$ cat src/rtl/pong_pkg.sv
// rtl/pong_pkg.sv - shared FSM encoding, colours and geometry for the pong core
package pong_pkg;

  typedef enum logic [1:0] {
    ST_SERVE = 2'd0,
    ST_PLAY  = 2'd1,
    ST_POINT = 2'd2,
    ST_OVER  = 2'd3
  } state_e;

  localparam logic [11:0] COL_BALL   = 12'hF00;
  localparam logic [11:0] COL_PADDLE = 12'h0F0;
  localparam logic [11:0] COL_WALL   = 12'hFFF;
  localparam logic [11:0] COL_BG     = 12'h00F;

  localparam int PAD_X_LEFT      = 32;
  localparam int PAD_X_RIGHT_OFF = 36;
  localparam int POINT_HOLD      = 60;
  localparam int WALL_H          = 4;

endpackage

$ cat src/rtl/pong_paddle.sv
// rtl/pong_paddle.sv - one paddle's vertical position with per-frame step and clamp
module pong_paddle
  import pong_pkg::*;
#(
  parameter int V_PIX       = 480,
  parameter int PADDLE_H    = 72,
  parameter int PADDLE_STEP = 3
) (
  input  logic       clk,
  input  logic       reset,
  input  logic       move_i,
  input  logic       up_i,
  input  logic       down_i,
  output logic [9:0] y_o
);

  localparam logic [9:0] Y_MAX  = 10'(V_PIX - PADDLE_H);
  localparam logic [9:0] Y_INIT = 10'((V_PIX - PADDLE_H) / 2);
  localparam logic [9:0] STEP   = 10'(PADDLE_STEP);

  logic [9:0] y_q, y_d;

  always_comb begin
    y_d = y_q;
    if (move_i && up_i && !down_i) begin
      y_d = (y_q < STEP) ? 10'd0 : y_q - STEP;
    end else if (move_i && down_i && !up_i) begin
      y_d = (y_q + STEP > Y_MAX) ? Y_MAX : y_q + STEP;
    end
  end

  always_ff @(posedge clk or negedge reset) begin
    if (!reset) y_q <= Y_INIT;
    else        y_q <= y_d;
  end

  assign y_o = y_q;

endmodule

$ cat src/rtl/pong_engine.sv
// rtl/pong_engine.sv - pong game core: paddles, ball physics, scoring FSM and pixel colour
module pong_engine
  import pong_pkg::*;
#(
  parameter int H_PIX       = 640,
  parameter int V_PIX       = 480,
  parameter int NUM_PLAYERS = 2,
  parameter int PADDLE_H    = 72,
  parameter int PADDLE_W    = 4,
  parameter int BALL_SIZE   = 8,
  parameter int PADDLE_STEP = 3,
  parameter int BALL_STEP   = 2,
  parameter int WIN_SCORE   = 9,
  parameter int SCORE_W     = 4
) (
  input  logic                           clk,
  input  logic                           reset,
  input  logic                           p_tick,
  input  logic                           video_on,
  input  logic [9:0]                     x,
  input  logic [9:0]                     y,
  input  logic [NUM_PLAYERS-1:0]         up,
  input  logic [NUM_PLAYERS-1:0]         down,
  input  logic                           serve,
  output logic [11:0]                    rgb,
  output logic [NUM_PLAYERS*SCORE_W-1:0] score,
  output logic                           game_over,
  output logic                           frame_tick
);

  localparam logic [9:0] BX_INIT = 10'(H_PIX / 2 - BALL_SIZE / 2);
  localparam logic [9:0] BY_INIT = 10'(V_PIX / 2 - BALL_SIZE / 2);
  localparam logic [9:0] BSTEP   = 10'(BALL_STEP);
  localparam logic [9:0] BS      = 10'(BALL_SIZE);
  localparam logic [9:0] BS1     = 10'(BALL_SIZE - 1);
  localparam logic [9:0] PW1     = 10'(PADDLE_W - 1);
  localparam logic [9:0] PH1     = 10'(PADDLE_H - 1);
  localparam logic [9:0] PADX_L  = 10'(PAD_X_LEFT);
  localparam logic [9:0] PADX_R  = 10'(H_PIX - PAD_X_RIGHT_OFF);
  localparam logic [9:0] H_LIM   = 10'(H_PIX - BALL_STEP);
  localparam logic [9:0] V_LIM   = 10'(V_PIX - BALL_STEP);
  localparam logic [9:0] V_LAST  = 10'(V_PIX);
  localparam logic [9:0] WALL_LO = 10'(WALL_H);
  localparam logic [9:0] WALL_HI = 10'(V_PIX - WALL_H);
  localparam logic [5:0] HOLD_LAST = 6'(POINT_HOLD - 1);
  localparam logic [SCORE_W-1:0] WIN = SCORE_W'(WIN_SCORE);

  state_e                         state_q, state_d;
  logic [9:0]                     bx_q, bx_d, by_q, by_d;
  logic                           dx_q, dx_d, dy_q, dy_d;
  logic                           loser_q, loser_d;
  logic [5:0]                     hold_q, hold_d;
  logic [NUM_PLAYERS*SCORE_W-1:0] score_q, score_d;
  logic [11:0]                    rgb_q, rgb_d;
  logic [9:0]                     pad_y [NUM_PLAYERS];

  logic ft, paddles_move;
  assign ft           = p_tick && (x == 10'd0) && (y == V_LAST);
  assign paddles_move = ft && (state_q != ST_OVER);

  for (genvar g = 0; g < NUM_PLAYERS; g++) begin : g_pad
    pong_paddle #(
      .V_PIX      (V_PIX),
      .PADDLE_H   (PADDLE_H),
      .PADDLE_STEP(PADDLE_STEP)
    ) u_pad (
      .clk   (clk),
      .reset (reset),
      .move_i(paddles_move),
      .up_i  (up[g]),
      .down_i(down[g]),
      .y_o   (pad_y[g])
    );
  end

  // Collision terms use the positions held before this frame's move.
  logic hit_l, hit_r, wall_r, miss_l, miss_r, dx_n, dy_n;
  always_comb begin
    hit_l  = !dx_q && (bx_q <= PADX_L + PW1) && (bx_q + BS1 >= PADX_L) &&
             (by_q <= pad_y[0] + PH1) && (by_q + BS1 >= pad_y[0]);
    hit_r  = (NUM_PLAYERS == 2) && dx_q && (bx_q <= PADX_R + PW1) && (bx_q + BS1 >= PADX_R) &&
             (by_q <= pad_y[NUM_PLAYERS-1] + PH1) && (by_q + BS1 >= pad_y[NUM_PLAYERS-1]);
    wall_r = (NUM_PLAYERS == 1) && dx_q && (bx_q + BS >= H_LIM);
    miss_l = (bx_q <= BSTEP);
    miss_r = (NUM_PLAYERS == 2) && (bx_q + BS >= H_LIM);
    dx_n = dx_q;
    if (hit_l) dx_n = 1'b1;
    if (hit_r || wall_r) dx_n = 1'b0;
    dy_n = dy_q;
    if (by_q <= BSTEP)          dy_n = 1'b1;
    else if (by_q + BS >= V_LIM) dy_n = 1'b0;
  end

  int                 sidx;
  logic [SCORE_W-1:0] cur, nxt;
  logic               recentre;

  always_comb begin
    state_d  = state_q;
    bx_d     = bx_q;
    by_d     = by_q;
    dx_d     = dx_q;
    dy_d     = dy_q;
    loser_d  = loser_q;
    hold_d   = hold_q;
    score_d  = score_q;
    recentre = 1'b0;
    sidx     = (NUM_PLAYERS == 2 && miss_l) ? 1 : 0;
    cur      = score_q[sidx*SCORE_W +: SCORE_W];
    nxt      = (cur == {SCORE_W{1'b1}}) ? cur : cur + 1'b1;
    unique case (state_q)
      ST_SERVE: begin
        if (ft && serve) begin
          state_d = ST_PLAY;
          dx_d    = loser_q;
        end
      end
      ST_PLAY: begin
        if (ft) begin
          if (miss_l || miss_r) begin
            loser_d = miss_r;
            if (NUM_PLAYERS == 2) begin
              score_d[sidx*SCORE_W +: SCORE_W] = nxt;
              state_d = (nxt == WIN) ? ST_OVER : ST_POINT;
            end else begin
              state_d = ST_POINT;
            end
          end else begin
            dx_d = dx_n;
            dy_d = dy_n;
            bx_d = dx_n ? bx_q + BSTEP : bx_q - BSTEP;
            by_d = dy_n ? by_q + BSTEP : by_q - BSTEP;
            // Single-player mode scores each successful return.
            if (NUM_PLAYERS == 1 && hit_l) begin
              score_d[SCORE_W-1:0] = nxt;
              if (nxt == WIN) state_d = ST_OVER;
            end
          end
        end
      end
      ST_POINT: begin
        if (ft) begin
          if (hold_q == HOLD_LAST) begin
            hold_d   = 6'd0;
            state_d  = ST_SERVE;
            recentre = 1'b1;
          end else begin
            hold_d = hold_q + 6'd1;
          end
        end
      end
      ST_OVER: begin
        if (ft && serve) begin
          state_d  = ST_SERVE;
          score_d  = '0;
          recentre = 1'b1;
        end
      end
      default: state_d = ST_SERVE;
    endcase
    if (recentre) begin
      bx_d = BX_INIT;
      by_d = BY_INIT;
      dx_d = loser_q;
      dy_d = 1'b1;
    end
  end

  always_ff @(posedge clk or negedge reset) begin
    if (!reset) begin
      state_q <= ST_SERVE;
      bx_q    <= BX_INIT;
      by_q    <= BY_INIT;
      dx_q    <= 1'b0;
      dy_q    <= 1'b1;
      loser_q <= 1'b0;
      hold_q  <= 6'd0;
      score_q <= '0;
    end else begin
      state_q <= state_d;
      bx_q    <= bx_d;
      by_q    <= by_d;
      dx_q    <= dx_d;
      dy_q    <= dy_d;
      loser_q <= loser_d;
      hold_q  <= hold_d;
      score_q <= score_d;
    end
  end

  logic       ball_px, pad_px, wall_px;
  logic [9:0] xl;
  always_comb begin
    ball_px = (x >= bx_q) && (x <= bx_q + BS1) && (y >= by_q) && (y <= by_q + BS1);
    pad_px  = 1'b0;
    xl      = PADX_L;
    for (int p = 0; p < NUM_PLAYERS; p++) begin
      xl = (p == 0) ? PADX_L : PADX_R;
      if ((x >= xl) && (x <= xl + PW1) && (y >= pad_y[p]) && (y <= pad_y[p] + PH1)) pad_px = 1'b1;
    end
    wall_px = (y < WALL_LO) || (y >= WALL_HI);
    if (!video_on)    rgb_d = 12'h000;
    else if (ball_px) rgb_d = COL_BALL;
    else if (pad_px)  rgb_d = COL_PADDLE;
    else if (wall_px) rgb_d = COL_WALL;
    else              rgb_d = COL_BG;
  end

  always_ff @(posedge clk or negedge reset) begin
    if (!reset)      rgb_q <= 12'h000;
    else if (p_tick) rgb_q <= rgb_d;
  end

  assign rgb        = rgb_q;
  assign score      = score_q;
  assign game_over  = (state_q == ST_OVER);
  assign frame_tick = ft;

endmodule

$ cat config.mk
export PLATFORM = sky130hd
export DESIGN_NAME = pong_engine
export DESIGN_NICKNAME = d
export VERILOG_FILES = /design/src/rtl/pong_pkg.sv /design/src/rtl/pong_paddle.sv /design/src/rtl/pong_engine.sv
export SDC_FILE = /design/constraint.sdc
export NUM_CORES = 1
export LEC_CHECK = 0
export ABC_AREA = 1
export CAP_MARGIN = 10
export CORE_ASPECT_RATIO = 0.6
export CORE_MARGIN = 4
export CORE_UTILIZATION = 56
export CTS_CLUSTER_SIZE = 30
export DETAILED_ROUTE_END_ITERATION = 12
export PLACE_DENSITY = 0.82
export REMOVE_ABC_BUFFERS = 1
export SYNTH_ARGS = -nofsm -noshare
export SYNTH_HDL_FRONTEND = slang
export SYNTH_HIERARCHICAL = 1
export SYNTH_SLANG_ARGS = --single-unit
export TNS_END_PERCENT = 100
$ cat constraint.sdc
create_clock -name clk -period 2.8 [get_ports clk]
set_input_delay 0.84 -clock clk [delete_from_list [all_inputs] [get_ports clk]]
set_output_delay 0.84 -clock clk [all_outputs]
set_load 0.005 [all_outputs]
## After elaboration in Yosys (flattened, before gate mapping)

Index checks and enable logic that the tools add are counted.

- Div/mod/pow operators: 0
- Add/subtract/negate cells: 17
- Reduce and logical (&&, ||, !) cells: 50
- Multipliers: 0
- Bitwise operators: 0
- Muxes and demuxes: 57
- Shifts and indexed selects: 3
- Eq/ne operators: 18
- Order comparisons: 30

Operators by type and width:

| operator | number |
|---|---|
| $mux W10 | 18 |
| $ge A10 B10 Y1 | 6 |
| $le A10 B10 Y1 | 6 |
| $mux W12 | 4 |
| $add A10 B2 Y10 const B | 4 |
| $sub A10 B2 Y10 const B | 4 |
| $neg A3 Y33 | 1 |
| $shift A4 B33 Y8 const A | 1 |
| $shiftx A4 B33 Y8 | 1 |
| $ge A10 B10 Y1 const B | 3 |
| $logic_and A1 B1 Y1 | 29 |
| $mux W8 | 3 |
| $add A10 B3 Y10 const B | 2 |
| $add A10 B4 Y10 const B | 2 |
| $add A10 B7 Y10 const B | 2 |
| $ge A10 B6 Y1 const B | 2 |
| $ge A10 B9 Y1 const B | 2 |
| $gt A10 B9 Y1 const B | 2 |
| $le A10 B10 Y1 const B | 2 |
| $le A10 B2 Y1 const B | 2 |
| $le A10 B6 Y1 const B | 2 |
| $lt A10 B2 Y1 const B | 2 |
| $mux W1 | 19 |
| $pmux W8 S2 | 1 |
| other kinds (28) | 55 |

- Word-level logic and storage cells: 186
- Bits in latches: 0
- Output and inout port bits: 22
- ROM bits: 0
- RAM bits: 0
- Register bits: 71
- Memories kept: 0
- Bits of input ports: 29

## Logic depth before layout (Yosys ltp)

- Depth after elaboration: 12
- Mapped depth: 21

## Cells and area by module

Netlist, hierarchy kept.

By module, submodules not included:

| module | cells an instance | area each (µm²) | seq. area each (µm²) | instances |
|---|---|---|---|---|
| pong_engine | 923 | 6359.8 | 1014.7 | 1 |
| pong_paddle (g_pad[1].u_pad) | 159 | 1071.0 | 255.2 | 1 |
| pong_paddle (g_pad[0].u_pad) | 157 | 1009.7 | 255.2 | 1 |

## Least setup slack after synthesis

OpenSTA, ideal clock, no wires.

- Kind: input to register
- From: input port y[0]
- To: register g_pad[1].u_pad.y_q[5]
- Data required time: 2678 ps
- Slack: -24 ps
- Arrival time: 2702 ps
- Path buffers: 2
- Cell stages on the path: 15
- Cells stage by stage: inv_1 nand3_1 nor4_1 nand3_1 nor2_1 nand2_1 nor2_4 inv_6 and2_4 buf_6 inv_6 buf_6 o21ai_1 o21ai_1 a21oi_1

- Longest elaborated chain between the ends: 6
- Elaborated cells on any way between the ends: 9
- Classes of those cells: eq/ne: 1; mux: 1; reduce/logical: 7

Ends and longest elaborated chain:

| item | RTL line | RTL |
|---|---|---|
| from (decl) | pong_engine.sv:21 | `input logic [9:0] y,` |
| $eq A10 B9 Y1 * | pong_engine.sv:58 | `assign ft = p_tick && (x == 10'd0) && (y == V_LAST);` |
| $logic_and A1 B1 Y1 * | pong_engine.sv:58 |  |
| $logic_and A1 B1 Y1 * | pong_engine.sv:59 | `assign paddles_move = ft && (state_q != ST_OVER);` |
| net paddles_move | pong_engine.sv:57 | `logic ft, paddles_move;` |
| $logic_and A1 B1 Y1, on equally long branches (2 in a row) | pong_paddle.sv:25, pong_paddle.sv:27 |  |
| $mux W10 / $reduce_bool A2 Y1 (equally long branches) | - |  |
| to (signal assigned) | pong_paddle.sv:34 | `else y_q <= y_d;` |
| to (decl) | pong_paddle.sv:21 | `logic [9:0] y_q, y_d;` |

The timed path passes the listed nets; every way through them passes the cells marked *.
A chain may end at the register's enable or synchronous reset.

## Worst setup path after layout

- From: register by_q[2]
- To: register bx_q[2]

- Longest elaborated chain between the ends: 10
- Elaborated cells on any way between the ends: 16
- Classes of those cells: add/sub: 1; order compare: 4; mux: 7; reduce/logical: 4

Ends and longest elaborated chain:

| item | RTL line | RTL |
|---|---|---|
| from (decl) | pong_engine.sv:49 | `logic [9:0] bx_q, bx_d, by_q, by_d;` |
| from (signal assigned) | pong_engine.sv:182 | `by_q <= by_d;` |
| $add A10 B3 Y10 / $le A10 B10 Y1 (equally long branches) | pong_engine.sv:80, pong_engine.sv:82 |  |
| $ge A10 B10 Y1 / $logic_and A1 B1 Y1 (equally long branches) | pong_engine.sv:80, pong_engine.sv:79 |  |
| $logic_and A1 B1 Y1 | pong_engine.sv:80 | `(by_q <= pad_y[0] + PH1) && (by_q + BS1 >= pad_y[0]);` |
| $mux W1 | pong_engine.sv:87 | `if (hit_l) dx_n = 1'b1;` |
| $mux W1 * | pong_engine.sv:88 | `if (hit_r \|\| wall_r) dx_n = 1'b0;` |
| $mux W10 * | pong_engine.sv:131 | `bx_d = dx_n ? bx_q + BSTEP : bx_q - BSTEP;` |
| $mux W10 * | pong_engine.sv:120 | `if (miss_l \|\| miss_r) begin` |
| $mux W10 * | pong_engine.sv:119 | `if (ft) begin` |
| $mux W10 * | pong_engine.sv:111 | `unique case (state_q)` |
| $mux W10 * | pong_engine.sv:161 | `if (recentre) begin` |
| to (signal assigned) | pong_engine.sv:172 | `bx_q <= BX_INIT;` |
| to (signal assigned) | pong_engine.sv:181 | `bx_q <= bx_d;` |
| to (decl) | pong_engine.sv:49 |  |

Every way passes the cells marked *; elsewhere a longest branch is shown, timed or not. The select of a mux whose other input is x is not followed.

==> PnR_summary.wiki <==
{| class="wikitable"
! Metric !! Value
|-
| Gate count of the mapped netlist || 1,239
|-
| Number of H-tree branching levels || 3
|-
| Std-Cell Core Area || 14,600 um^2
|-
| Post-layout total power || 2370 uW
|-
| Number of enable flip-flop cells after synthesis || 0
|-
| Worst r2r src || by_q[2]$_DFFE_PN1P_
|-
| Overall routed net length || 29,300 um
|-
| Max-cap check violation count || 0
|-
| Fraction of final layout cells with drive strength greater than 1 || 27.9%
|-
| Max-slew headroom at the worst pin || 60.9%
|-
| Terminus of the critical flop-to-flop path || bx_q[2]$_DFFE_PN1P_
|-
| Highest clock rate || 317 MHz
|-
| Average wire per standard cell || 17.5 um
|-
| Global-route congestion overflow total || 0
|-
| Largest net degree at the start of global routing || 40
|-
| GR Util All Layers || 32.6%
|-
| Static power due to leakage || 0.00554 uW
|-
| Critical path data arrival time || 3.44 ns
|-
| Total power divided by cell area || 212 nW/um^2
|-
| RSZ-0062 raised after global routing || true
|-
| Accumulated negative setup slack || -2.95 ns
|-
| Clock period minus worst slack || 3.16 ns
|-
| Io pins || 51
|-
| Hold crit path type || primary input to asynchronous set/reset pin
|-
| Seq cells post-synth || 60
|-
| Number of failing hold endpoints at the final stage || 0
|-
| Total Die Area || 17,200 um^2
|-
| Die extent in y || 103 um
|-
| Crit end category || register
|-
| Max IR drop VDD || 0.258 mV
|-
| Post-layout utilization of the core || 76.2%
|-
| Fraction of registers with async set or reset after synthesis || 100%
|-
| Mean instance size in the synthesized netlist || 6.81 um^2
|-
| Worst-path clk slew || 0.06 ns
|-
| Kind of critical path || register to register
|-
| Die width || 166 um
|-
| Cell Area, Synth || 8440 um^2
|-
| Post-detailed-route count of antenna-violating nets || 0
|-
| Number of global-route vias before repair || 8,718
|-
| CTS max path bufs || 2
|-
| Length of the first detailed-routing pass in iterations || 6
|-
| Most frequently used flop master after synthesis || sky130_fd_sc_hd__dfrtp_1
|-
| Effective utilization at floorplan || 57.7%
|-
| Clock latency on the worst-skew pair || 0.34 ns
|-
| Number of vias in the routed layout || 9,782
|-
| Worst setup timing slack at the placement stage || -0.844 ns
|-
| Area growth from synthesis to layout || 32.0%
|-
| Global-route wire length before repair || 44,900 um
|-
| Vias per std cell || 5.85
|-
| Max-slew violation count || 0
|-
| Worst Reg-to-Reg Cells || 17
|-
| Number of endpoints failing setup at the final stage || 11
|-
| Number of sinks on the clock net || 60
|-
| TritonCTS clock tree || built
|-
| Clk_skew || 0.0106 ns
|-
| Startpoint of the worst setup timing path || by_q[2]$_DFFE_PN1P_
|-
| Run status || complete, but fails checks
|-
| PortBufs || 50
|-
| Number of DRC markers after the initial detailed-route iteration || 1,372
|-
| Nets || 1,629
|-
| Setup crit start kind || register
|-
| Violations in the final reports || setup timing
|-
| Cell variety after synth || 56
|-
| Final HPWL from detailed placement || 22,200 um
|-
| Setup ws final || -0.357 ns
|-
| Transition time of the tightest slew-check pin || 0.587 ns
|-
| CTS Root Cell || sky130_fd_sc_hd__clkbuf_16
|-
| Max Fanout on Critical Path || 10
|-
| Warnings, synthesis || 6
|-
| Number of DRC violations after detailed routing || 0
|-
| Floorplan row count || 34
|-
| Routability cong. || 1.03
|-
| Clock buffer count from CTS || 9
|-
| Required time at the worst-slack endpoint || 3.09 ns
|-
| Initial antenna violation count || 0
|-
| Antenna diodes || 0
|-
| Setup slack, reg-to-reg || -0.36 ns
|-
| Period Utilization, post-route || 113%
|-
| Sequential-to-total area share from yosys stat || 18.1%
|}
metal layers:
metal	track usage [%]	up-vias	wire, um
li1	-	4603	-
met1	49.2	4500	13000
met2	45.7	619	11500
met3	10.2	60	4320
met4	5.85	0	477
met5	0	-	0
cell families after synthesis:
family	after synthesis	share of synthesized area, %
AND/OR/NAND/NOR	600	32.7
buffers and inverters	184	9.50
multiplexers	1	0.133
AO/OA/AOI/OAI	212	14.8
XOR/XNOR	51	5.38
adder cells (fa/ha/maj)	131	19.4
flip-flops	60	18.1
stage by stage:
stage                     hold slack (ns)  instances  instance area (um^2)
after CTS                           0.501       1663                 10900
after global routing                0.530       1672                 11100
after floorplan                     0.471       1212                  8240
after global placement              0.485       1621                 10200
final                               0.496       1672                 11100
after detailed placement            0.503       1621                 10200
Yosys cell counts (2+ instances only):
library cell | instances | area share [%]
sky130_fd_sc_hd__nand2_1 | 269 | 12
sky130_fd_sc_hd__inv_1 | 132 | 5.9
sky130_fd_sc_hd__ha_1 | 131 | 19
sky130_fd_sc_hd__nor2_1 | 130 | 5.8
sky130_fd_sc_hd__nand3_1 | 94 | 5.6
sky130_fd_sc_hd__a21oi_1 | 77 | 4.6
sky130_fd_sc_hd__o21ai_0 | 49 | 2.9
sky130_fd_sc_hd__xor2_1 | 46 | 4.8
sky130_fd_sc_hd__dfrtp_1 | 41 | 12
sky130_fd_sc_hd__o21ai_1 | 22 | 1.3
sky130_fd_sc_hd__inv_2 | 21 | 0.93
sky130_fd_sc_hd__dfstp_2 | 19 | 5.9
sky130_fd_sc_hd__nor3_1 | 17 | 1.0
sky130_fd_sc_hd__nand2_2 | 16 | 1.2
sky130_fd_sc_hd__nand4_1 | 16 | 1.2
sky130_fd_sc_hd__nor2_2 | 16 | 1.2
sky130_fd_sc_hd__buf_4 | 13 | 1.2
sky130_fd_sc_hd__o211ai_1 | 11 | 0.98
sky130_fd_sc_hd__o2111ai_1 | 9 | 0.93
sky130_fd_sc_hd__a21oi_2 | 8 | 0.83
sky130_fd_sc_hd__buf_2 | 8 | 0.47
sky130_fd_sc_hd__nand2_4 | 8 | 1.1
sky130_fd_sc_hd__nor4_1 | 8 | 0.59
sky130_fd_sc_hd__nand3b_1 | 6 | 0.53
sky130_fd_sc_hd__o21bai_1 | 6 | 0.53
sky130_fd_sc_hd__o22ai_1 | 6 | 0.44
sky130_fd_sc_hd__a31oi_1 | 5 | 0.37
sky130_fd_sc_hd__buf_6 | 5 | 0.67
sky130_fd_sc_hd__nor2_4 | 5 | 0.67
sky130_fd_sc_hd__nand3_2 | 4 | 0.47
sky130_fd_sc_hd__o21a_1 | 4 | 0.36
sky130_fd_sc_hd__o21ai_2 | 4 | 0.42
sky130_fd_sc_hd__xnor2_1 | 4 | 0.42
sky130_fd_sc_hd__a211oi_1 | 3 | 0.27
sky130_fd_sc_hd__nor3_2 | 3 | 0.36
sky130_fd_sc_hd__inv_4 | 2 | 0.15
sky130_fd_sc_hd__inv_6 | 2 | 0.21
worst max-delay path by stage:
stage,endpoint,slack (ns),depth (start not counted)
after floorplan,bx_q[2]$_DFFE_PN1P_,-0.43,20
after global placement,frame_tick,-0.85,7
final,bx_q[2]$_DFFE_PN1P_,-0.36,17
after detailed placement,frame_tick,-0.84,7
after global routing,bx_q[3]$_DFFE_PN1P_,-0.48,20
after CTS,bx_q[9]$_DFFE_PN0P_,-0.27,19
what timing repair did:
action                                  in CTS  in global routing
setup buffers                               26                 11
gates cloned                                 1                  0
endpoints found under the setup margin      45                 36
resized for setup                           97                 60
pin swaps                                   41                 53
hold buffers                                 0                  0
cell type report:
cell class,count,area (um^2)
clock buffers,9,225
multi-input cells,995,6540
repair buffers,246,1940
well taps,198,248
fillers,1062,3490
clock inverters,7,52.6
flip-flops and latches,60,1530
inverters,157,609
layout by cell type (no fill, tap or decap), drive strengths merged, types with 5 or more instances in the layout:
master and count:
nand2 293, a21oi 86, nand3b 6, buf 200, clkdlybuf4s50 27, clkinv 5, o21bai 6, o21ai 75
a31oi 5, nor4 10, dfstp 19, nor2 151, o211ai 11, ha 131, nand4 17, xor2 47
o22ai 6, dlygate4sd2 10, o2111ai 9, nor3 20, nand3 99, dfrtp 41, clkbuf 16, inv 158
state kept, by name (all words and copies together), names as in the netlist:
register         count
bx_q                 9
by_q                 9
dx_q                 1
dy_q                 1
g_pad.u_pad/y_o     20
hold_q               6
loser_q              1
rgb                  3
score                8
state_q              2
worst max-delay path: stages (launching register included):
cell and delay [ns]:
sky130_fd_sc_hd__dfstp_2 0.56, sky130_fd_sc_hd__inv_4 0.05, sky130_fd_sc_hd__ha_4 0.17, sky130_fd_sc_hd__nor4_4 0.29, sky130_fd_sc_hd__xor2_1 0.27, sky130_fd_sc_hd__inv_1 0.14, sky130_fd_sc_hd__ha_1 0.31, sky130_fd_sc_hd__nand2_1 0.06
sky130_fd_sc_hd__nor2_1 0.17, sky130_fd_sc_hd__a21oi_1 0.12, sky130_fd_sc_hd__a21oi_1 0.21, sky130_fd_sc_hd__nand2_1 0.12, sky130_fd_sc_hd__nand2_1 0.13, sky130_fd_sc_hd__buf_6 0.18, sky130_fd_sc_hd__nand3_1 0.08, sky130_fd_sc_hd__nand3_1 0.09
sky130_fd_sc_hd__nand2_1 0.08, sky130_fd_sc_hd__inv_1 0.06
report_power, final:
part | total (uW) | internal [uW] | switching (uW)
Clock | 1070 | 603 | 468
Sequential | 888 | 877 | 11.3
Combinational | 407 | 182 | 225
Total | 2370 | 1660 | 704
No activity file was read; power rests on OpenSTA's default activity.
